### src/rtl/param_fifo.sv
// Parametrised synchronous FIFO with occupancy count, threshold flags,
// sticky overflow/underflow errors and a registered read port.
module param_fifo #(
  parameter int DATA_WIDTH = 12,
  parameter int ADDR_WIDTH = 3,
  parameter int AF_DEFAULT = 6,
  parameter int AE_DEFAULT = 0
) (
  input  logic                  clk,
  input  logic                  reset,
  input  logic                  init,
  input  logic [ADDR_WIDTH:0]   umbral_AF_in,
  input  logic [ADDR_WIDTH:0]   umbral_AE_in,
  input  logic                  push,
  input  logic                  pop,
  input  logic [DATA_WIDTH-1:0] data_in,
  output logic [DATA_WIDTH-1:0] data_out,
  output logic                  valid_out,
  output logic                  full,
  output logic                  empty,
  output logic                  almost_full,
  output logic                  almost_empty,
  output logic [ADDR_WIDTH:0]   fifo_count,
  output logic                  overflow,
  output logic                  underflow
);

  localparam int DEPTH = 1 << ADDR_WIDTH;
  localparam int CW    = ADDR_WIDTH + 1;

  localparam logic [CW-1:0]         DEPTH_C  = CW'(DEPTH);
  localparam logic [CW-1:0]         AF_RST   = CW'(AF_DEFAULT);
  localparam logic [CW-1:0]         AE_RST   = CW'(AE_DEFAULT);
  localparam logic [CW-1:0]         CNT_ONE  = CW'(1);
  localparam logic [ADDR_WIDTH-1:0] PTR_ONE  = ADDR_WIDTH'(1);

  logic [DATA_WIDTH-1:0] mem_q [DEPTH];

  logic [ADDR_WIDTH-1:0] wr_ptr_q, wr_ptr_d;
  logic [ADDR_WIDTH-1:0] rd_ptr_q, rd_ptr_d;
  logic [CW-1:0]         count_q,  count_d;
  logic [CW-1:0]         af_q,     af_d;
  logic [CW-1:0]         ae_q,     ae_d;
  logic [DATA_WIDTH-1:0] dout_q,   dout_d;
  logic                  valid_q,  valid_d;
  logic                  ovf_q,    ovf_d;
  logic                  unf_q,    unf_d;

  logic push_ok;
  logic pop_ok;

  // Flags decode the registered count, so they never glitch on push/pop inputs.
  assign full         = (count_q == DEPTH_C);
  assign empty        = (count_q == '0);
  assign almost_full  = (count_q >= af_q);
  assign almost_empty = (count_q <= ae_q);

  assign fifo_count = count_q;
  assign data_out   = dout_q;
  assign valid_out  = valid_q;
  assign overflow   = ovf_q;
  assign underflow  = unf_q;

  // A pop frees a slot in the same cycle, so a push is accepted even at full.
  assign push_ok = ~init & push & (~full | pop);
  assign pop_ok  = ~init & pop & ~empty;

  always_comb begin
    // NOTE: every variable gets a default first so no path leaves it unassigned (no latch).
    wr_ptr_d = wr_ptr_q;
    rd_ptr_d = rd_ptr_q;
    count_d  = count_q;
    af_d     = af_q;
    ae_d     = ae_q;
    dout_d   = dout_q;
    valid_d  = 1'b0;
    ovf_d    = ovf_q;
    unf_d    = unf_q;

    if (init) begin
      af_d = umbral_AF_in;
      ae_d = umbral_AE_in;
    end else begin
      if (push_ok) wr_ptr_d = wr_ptr_q + PTR_ONE;
      if (pop_ok) begin
        rd_ptr_d = rd_ptr_q + PTR_ONE;
        dout_d   = mem_q[rd_ptr_q];
        valid_d  = 1'b1;
      end
      if (push & ~push_ok) ovf_d = 1'b1;
      if (pop & ~pop_ok)   unf_d = 1'b1;
      unique case ({push_ok, pop_ok})
        2'b10:   count_d = count_q + CNT_ONE;
        2'b01:   count_d = count_q - CNT_ONE;
        default: count_d = count_q;
      endcase
    end
  end

  // NOTE: state registers use non-blocking assignments so every flop samples pre-edge values.
  always_ff @(posedge clk or posedge reset) begin
    if (reset) begin
      wr_ptr_q <= '0;
      rd_ptr_q <= '0;
      count_q  <= '0;
      af_q     <= AF_RST;
      ae_q     <= AE_RST;
      dout_q   <= '0;
      valid_q  <= 1'b0;
      ovf_q    <= 1'b0;
      unf_q    <= 1'b0;
    end else begin
      wr_ptr_q <= wr_ptr_d;
      rd_ptr_q <= rd_ptr_d;
      count_q  <= count_d;
      af_q     <= af_d;
      ae_q     <= ae_d;
      dout_q   <= dout_d;
      valid_q  <= valid_d;
      ovf_q    <= ovf_d;
      unf_q    <= unf_d;
    end
  end

  // NOTE: storage is deliberately not reset; the pointers and count define which entries are valid.
  always_ff @(posedge clk) begin
    if (push_ok) mem_q[wr_ptr_q] <= data_in;
  end

endmodule

### config.mk
export PLATFORM = sky130hd
export DESIGN_NAME = param_fifo
export DESIGN_NICKNAME = d
export VERILOG_FILES = /design/src/rtl/param_fifo.sv
export SDC_FILE = /design/constraint.sdc
export NUM_CORES = 1
export LEC_CHECK = 0
export CORE_ASPECT_RATIO = 1.25
export CORE_MARGIN = 2
export CORE_UTILIZATION = 43
export CTS_BUF_LIST = sky130_fd_sc_hd__clkbuf_16
export CTS_CLUSTER_DIAMETER = 200
export DETAILED_ROUTE_END_ITERATION = 7
export SYNTH_ARGS = -nofsm -noshare
export SYNTH_HDL_FRONTEND = slang
export SYNTH_SLANG_ARGS = --single-unit
### constraint.sdc
create_clock -name clk -period 3.79 [get_ports clk]
set_clock_uncertainty 0.1 [all_clocks]
set_input_delay 0.758 -clock clk [delete_from_list [all_inputs] [get_ports clk]]
set_output_delay 0.758 -clock clk [all_outputs]
set_load 0.03 [all_outputs]
**Yosys cells after proc, flatten, opt, wreduce, memory -nomap -nowiden**

Memory sizes are Yosys's and may differ from the RTL's. A register that Yosys moved wholly into a read port is not among the register bits.
Index checks and enable logic that the tools add are counted.

- Flip-flop bits (word level): 21
- Latch bits: 0
- Memory bits (writable): 96
- Bits in read-only memories: 0
- Bits of input ports: 25
- Output and inout bits: 23
- Logic and storage cells: 42
- Memories: 1

- Add/sub/neg operators: 4
- Multiply operators: 0
- Div/mod/pow operators: 0
- Magnitude comparators: 2
- Equal/unequal tests: 3
- Shift operators: 0
- Muxes and demuxes: 5
- Bitwise gates (word level): 12
- Reductions and logical operators: 7

Memory list:

| memory | words | width | read ports | clocked after Yosys merged registers in | write ports | RTL line | RTL |
|---|---|---|---|---|---|---|---|
| mem_q | 8 | 12 | 1 | 1 | 1 | 37 | `logic [DATA_WIDTH-1:0] mem_q [DEPTH];` |

Operators by type and width:

| operator | number |
|---|---|
| AND reduction 2 bit | 5 |
| one-hot mux 4 bit (2 select lines) | 1 |
| adder 3 x 1 -> 3 bit (second input constant) | 2 |
| AND 1 bit | 6 |
| inverter 1 bit | 5 |
| adder 4 x 1 -> 4 bit (second input constant) | 1 |
| == test 4 bit (second input constant) | 1 |
| >= comparator 4 bit | 1 |
| less-or-equal comparator 4 bit | 1 |
| zero test 4 bit | 1 |
| 2-to-1 mux 1 bit | 4 |
| subtractor 4 x 1 -> 4 bit (second input constant) | 1 |
| == test 2 x 1 -> 1 bit (second input constant) | 1 |
| == test 2 bit (second input constant) | 1 |
| nonzero test 2 bit | 1 |
| OR 1 bit | 1 |

**Depth between registers and ports, before layout**

- Word-level depth: 7
- Gate-level depth with buffers: 11

**Worst setup path before layout**

OpenSTA, ideal clock, no wires.

- Kind: input to register
- Start point: in init
- End point: mem mem_q[4][0], enable pin
- Library setup time: 417 ps
- Arrival: 2746 ps
- Required time: 3273 ps
- Setup slack: 527 ps
- Cell stages on the path: 5
- Cell sequence: buf_2 nand2b_1 a21oi_4 inv_2 nor4b_1

- Word-level cells in the longest chain between the ends: 5

Ends and longest elaborated chain:

| what | RTL line | RTL |
|---|---|---|
| from (decl) | 11 | `input logic init,` |
| inverter 1 bit (no source line) | n/a |  |
| AND 1 bit (2 in a row) | 65 | `assign push_ok = ~init & push & (~full \| pop);` |
| 2-to-1 mux 1 bit | 127 | `if (push_ok) mem_q[wr_ptr_q] <= data_in;` |
| 2-to-1 mux 1 bit (not written as such) | 127 |  |
| to (decl) | 37 |  |

No other way between the ends.

**Worst setup path in the final report**

- Start point: reg count_q[1], in the netlist fifo_count[1]
- End point: out almost_empty

- Word-level cells in the longest chain between the ends: 1

Ends and longest elaborated chain:

| what | RTL line | RTL |
|---|---|---|
| from (decl) | 41 | `logic [CW-1:0] count_q, count_d;` |
| from (signal assigned) | 115 | `count_q <= count_d;` |
| less-or-equal comparator 4 bit | 56 | `assign almost_empty = (count_q <= ae_q);` |
| to (decl) | 22 | `output logic almost_empty,` |

No other way between the ends.

==> results.sh <==
export IMPL_ys_warn_count=0
export IMPL_clkSinkCount=129
export IMPL_crit_required_ps=2930
export IMPL_status="complete, no violations"
export IMPL_cts_buffer_depth=2
export IMPL_drv_cap=0
export IMPL_cts_resized=0
export IMPL_layout_min_cycle_time_ps=3500
export IMPL_fin_util_pct=55.3
export IMPL_met1_usage_pct=18.8
export IMPL_avgViaCountPerCell=5.09
export IMPL_crit_arrival_ps=2650
export IMPL_seq_area_frac_synth_pct=68.4
export IMPL_synthMuxAreaShare_pct=9.96
export IMPL_layout_nets=450
export IMPL_die_area_sq_mm=0.0135
export IMPL_hp_class="reg2reg"
export IMPL_yosysUniqueCellTypes=43
export IMPL_rsz0062_at_grt="no"
export IMPL_drc=0
export IMPL_drive_gt1_share_pct=18.6
export IMPL_first_global_vias=3182
export IMPL_period_share_pct=92.5
export IMPL_final_area_sq_mm=0.00675
export IMPL_die_w_microns=104
export IMPL_overflow=0
export IMPL_met2_usage_pct=31.0
export IMPL_ys_seq_elements=129
export IMPL_synth_compound_area_share_pct=7.35
export IMPL_gp_congestion=0.723
export IMPL_antenna_cells=0
export IMPL_worstSetupEndpointType="primary output"
export IMPL_wl_per_cell_microns=17.9
export IMPL_track_usage_pct=16.9
export IMPL_ctsHoldBuffers=0
export IMPL_grt_met3_usage_pct=4.53
export IMPL_fin_tns_setup_ps=0
export IMPL_grt_max_degree=34
export IMPL_cts_tree="yes"
export IMPL_synthXorXnorAreaFrac_pct=1.45
export IMPL_maxSlewViolCount=0
export IMPL_antenna_found_initial=0
export IMPL_fin_ws_ps=285
export IMPL_power_uw=5240
export IMPL_rows=45
export IMPL_start_util_pct=44.4
export IMPL_synth_fp_nets=386
export IMPL_synth_area_sq_mm=0.00543
export IMPL_cts_buffers=17
export IMPL_drt_total_wl_microns=10500
export IMPL_yosys_area_share_simple_pct=6.20
export IMPL_setup_viol=0
export IMPL_async_flop_share_pct=25.6
export IMPL_syn_inst=348
export IMPL_clk_latency_ps=410
export IMPL_grt_pass1_wl_microns=16800
export IMPL_fp_coreArea_sq_mm=0.0122
export IMPL_post_cts_setup_buffer_count=0
export IMPL_firstDrtPassIters=4
export IMPL_clk_pin_slew_ps=50
export IMPL_post_dp_hpwl_microns=6360
export IMPL_cellPowerDensity_mw_per_mm2=775
export IMPL_synth_top_family_by_area="multiplexers"
export IMPL_place_area_sq_mm=0.00616
export IMPL_cts_root_buffer="clkbuf_16"
export IMPL_avgSynthCellArea_sq_um=15.6
export IMPL_syn_to_final_growth_pct=24.4
export IMPL_ant_nets=0
export IMPL_cts_htree_levels=4
export IMPL_max_freq_mhz=285
export IMPL_synthFlopType="edfxtp_1"
export IMPL_drtIter0Drc=130
export IMPL_leakagePower_uw=0.00256
export IMPL_maxSlewHeadroom_pct=39.0
export IMPL_pre_cts_slack_ps=702
export IMPL_worstSetupPathType="reg2out"
export IMPL_grt_busiest_layer="met2"
export IMPL_io_buffers=47
export IMPL_synth_edf_count=96
export IMPL_worstPathMaxFanout=11
export IMPL_io_pin_count=48
export IMPL_die_y_microns=130
export IMPL_peakVddDrop_mv=0.399
export IMPL_hold_viol_final=0
export IMPL_via_count=3000
export IMPL_worst_pin_slew_ps=913
export IMPL_worstSetupStartpointType="register"
export IMPL_synthAdderAreaFrac_pct=3.00
## routing by layer
layer / share of wire (%) / vias up
met4: 1.2 / 0
met1: 43 / 1490
li1: - / 1436
met3: 3.2 / 11
met2: 53 / 63
met5: 0 / -
## layout make-up
class	instances	area [sq um]
fillers	1029	5470
flip-flops and latches	129	3710
multi-input cells	177	1550
repair buffers	63	603
clock buffers	17	425
well taps	164	205
clock inverters	15	168
inverters	24	90.1
## flip-flops by register name, summed over array words and instances, names as in the netlist
name and flops:
overflow 1, af_q 4, ae_q 4, valid_out 1, mem_q 96, fifo_count 4, wr_ptr_q 3, underflow 1
data_out 12, rd_ptr_q 3
## cell usage after synthesis, types with 5 or more instances
master	number	area share, %
xnor2_1	7	1.1
clkbuf_1	5	0.35
dfrtp_1	31	14
nand3_2	7	1.3
o21ai_1	5	0.46
nand2_1	11	0.76
edfxtp_1	96	53
a22oi_1	24	3.3
nand3_1	6	0.55
o21ai_0	8	0.74
inv_1	23	1.6
ha_1	13	3.0
mux2i_1	48	8.9
o21ai_2	7	1.1
## metrics by stage
stage	hold WS, ps	cells
finish	368	589
global route	390	589
CTS	374	589
detailed placement	356	557
global placement	362	557
floorplan	363	348
## cells by family after synthesis
| group | Yosys count |
|---|---|
| buffers and inverters | 42 |
| XOR/XNOR | 9 |
| AO/OA/AOI/OAI | 55 |
| flip-flops | 129 |
| adder cells (fa/ha/maj) | 13 |
| AND/OR/NAND/NOR | 47 |
| multiplexers | 53 |
## worst max-delay path, cell delays in order, from the launching register on
cell             delay, ps
dfrtp_1                630
ha_1                   320
nor2b_1                130
o21a_1                 160
o21a_1                 150
o21ai_0                150
clkdlybuf4s50_1        690
## placed cells by master, fill, tap and decap left out, types with 3 or more instances in the layout
| master | instances |
|---|---|
| o21ai_2 | 7 |
| xnor2_1 | 7 |
| nand3_2 | 7 |
| and4b_1 | 3 |
| clkdlybuf4s50_1 | 47 |
| mux2i_1 | 48 |
| inv_1 | 23 |
| nand2_1 | 11 |
| a22oi_1 | 24 |
| buf_4 | 15 |
| nand3_1 | 6 |
| o21ai_0 | 8 |
| edfxtp_1 | 96 |
| nor4b_2 | 3 |
| dfrtp_1 | 30 |
| nand2b_1 | 3 |
| nor2b_1 | 3 |
| nor2_1 | 3 |
| clkbuf_16 | 17 |
| ha_1 | 13 |
| clkinv_2 | 3 |
| bufinv_16 | 3 |
| a21o_1 | 3 |
| clkinvlp_4 | 5 |
| o21ai_1 | 5 |
| mux2_2 | 4 |
## worst paths after layout
kind,to,slack [ps],startpoint,depth (start not counted)
min reg2reg,overflow$_DFFE_PP0P_,370,overflow$_DFFE_PP0P_,1
max,almost_empty,290,fifo_count[1]$_DFFE_PP0P_,6
max reg2reg,fifo_count[2]$_DFFE_PP0P_,1120,fifo_count[1]$_DFFE_PP0P_,10
min in group asynchronous,data_out[2]$_DFFE_PP0P_,680,reset,3
max in group asynchronous,rd_ptr_q[0]$_DFFE_PP0P_,2540,reset,3
min,overflow$_DFFE_PP0P_,370,overflow$_DFFE_PP0P_,1
## power by group
group | switching [uW] | internal [uW] | total [uW] | leakage, uW
registers | 245 | 1740 | 1990 | 0.00126
logic | 882 | 749 | 1630 | 0.00103
clock network | 590 | 1030 | 1620 | 0.000276
total | 1720 | 3520 | 5240 | 0.00256
(Power assumes the default switching activity.)
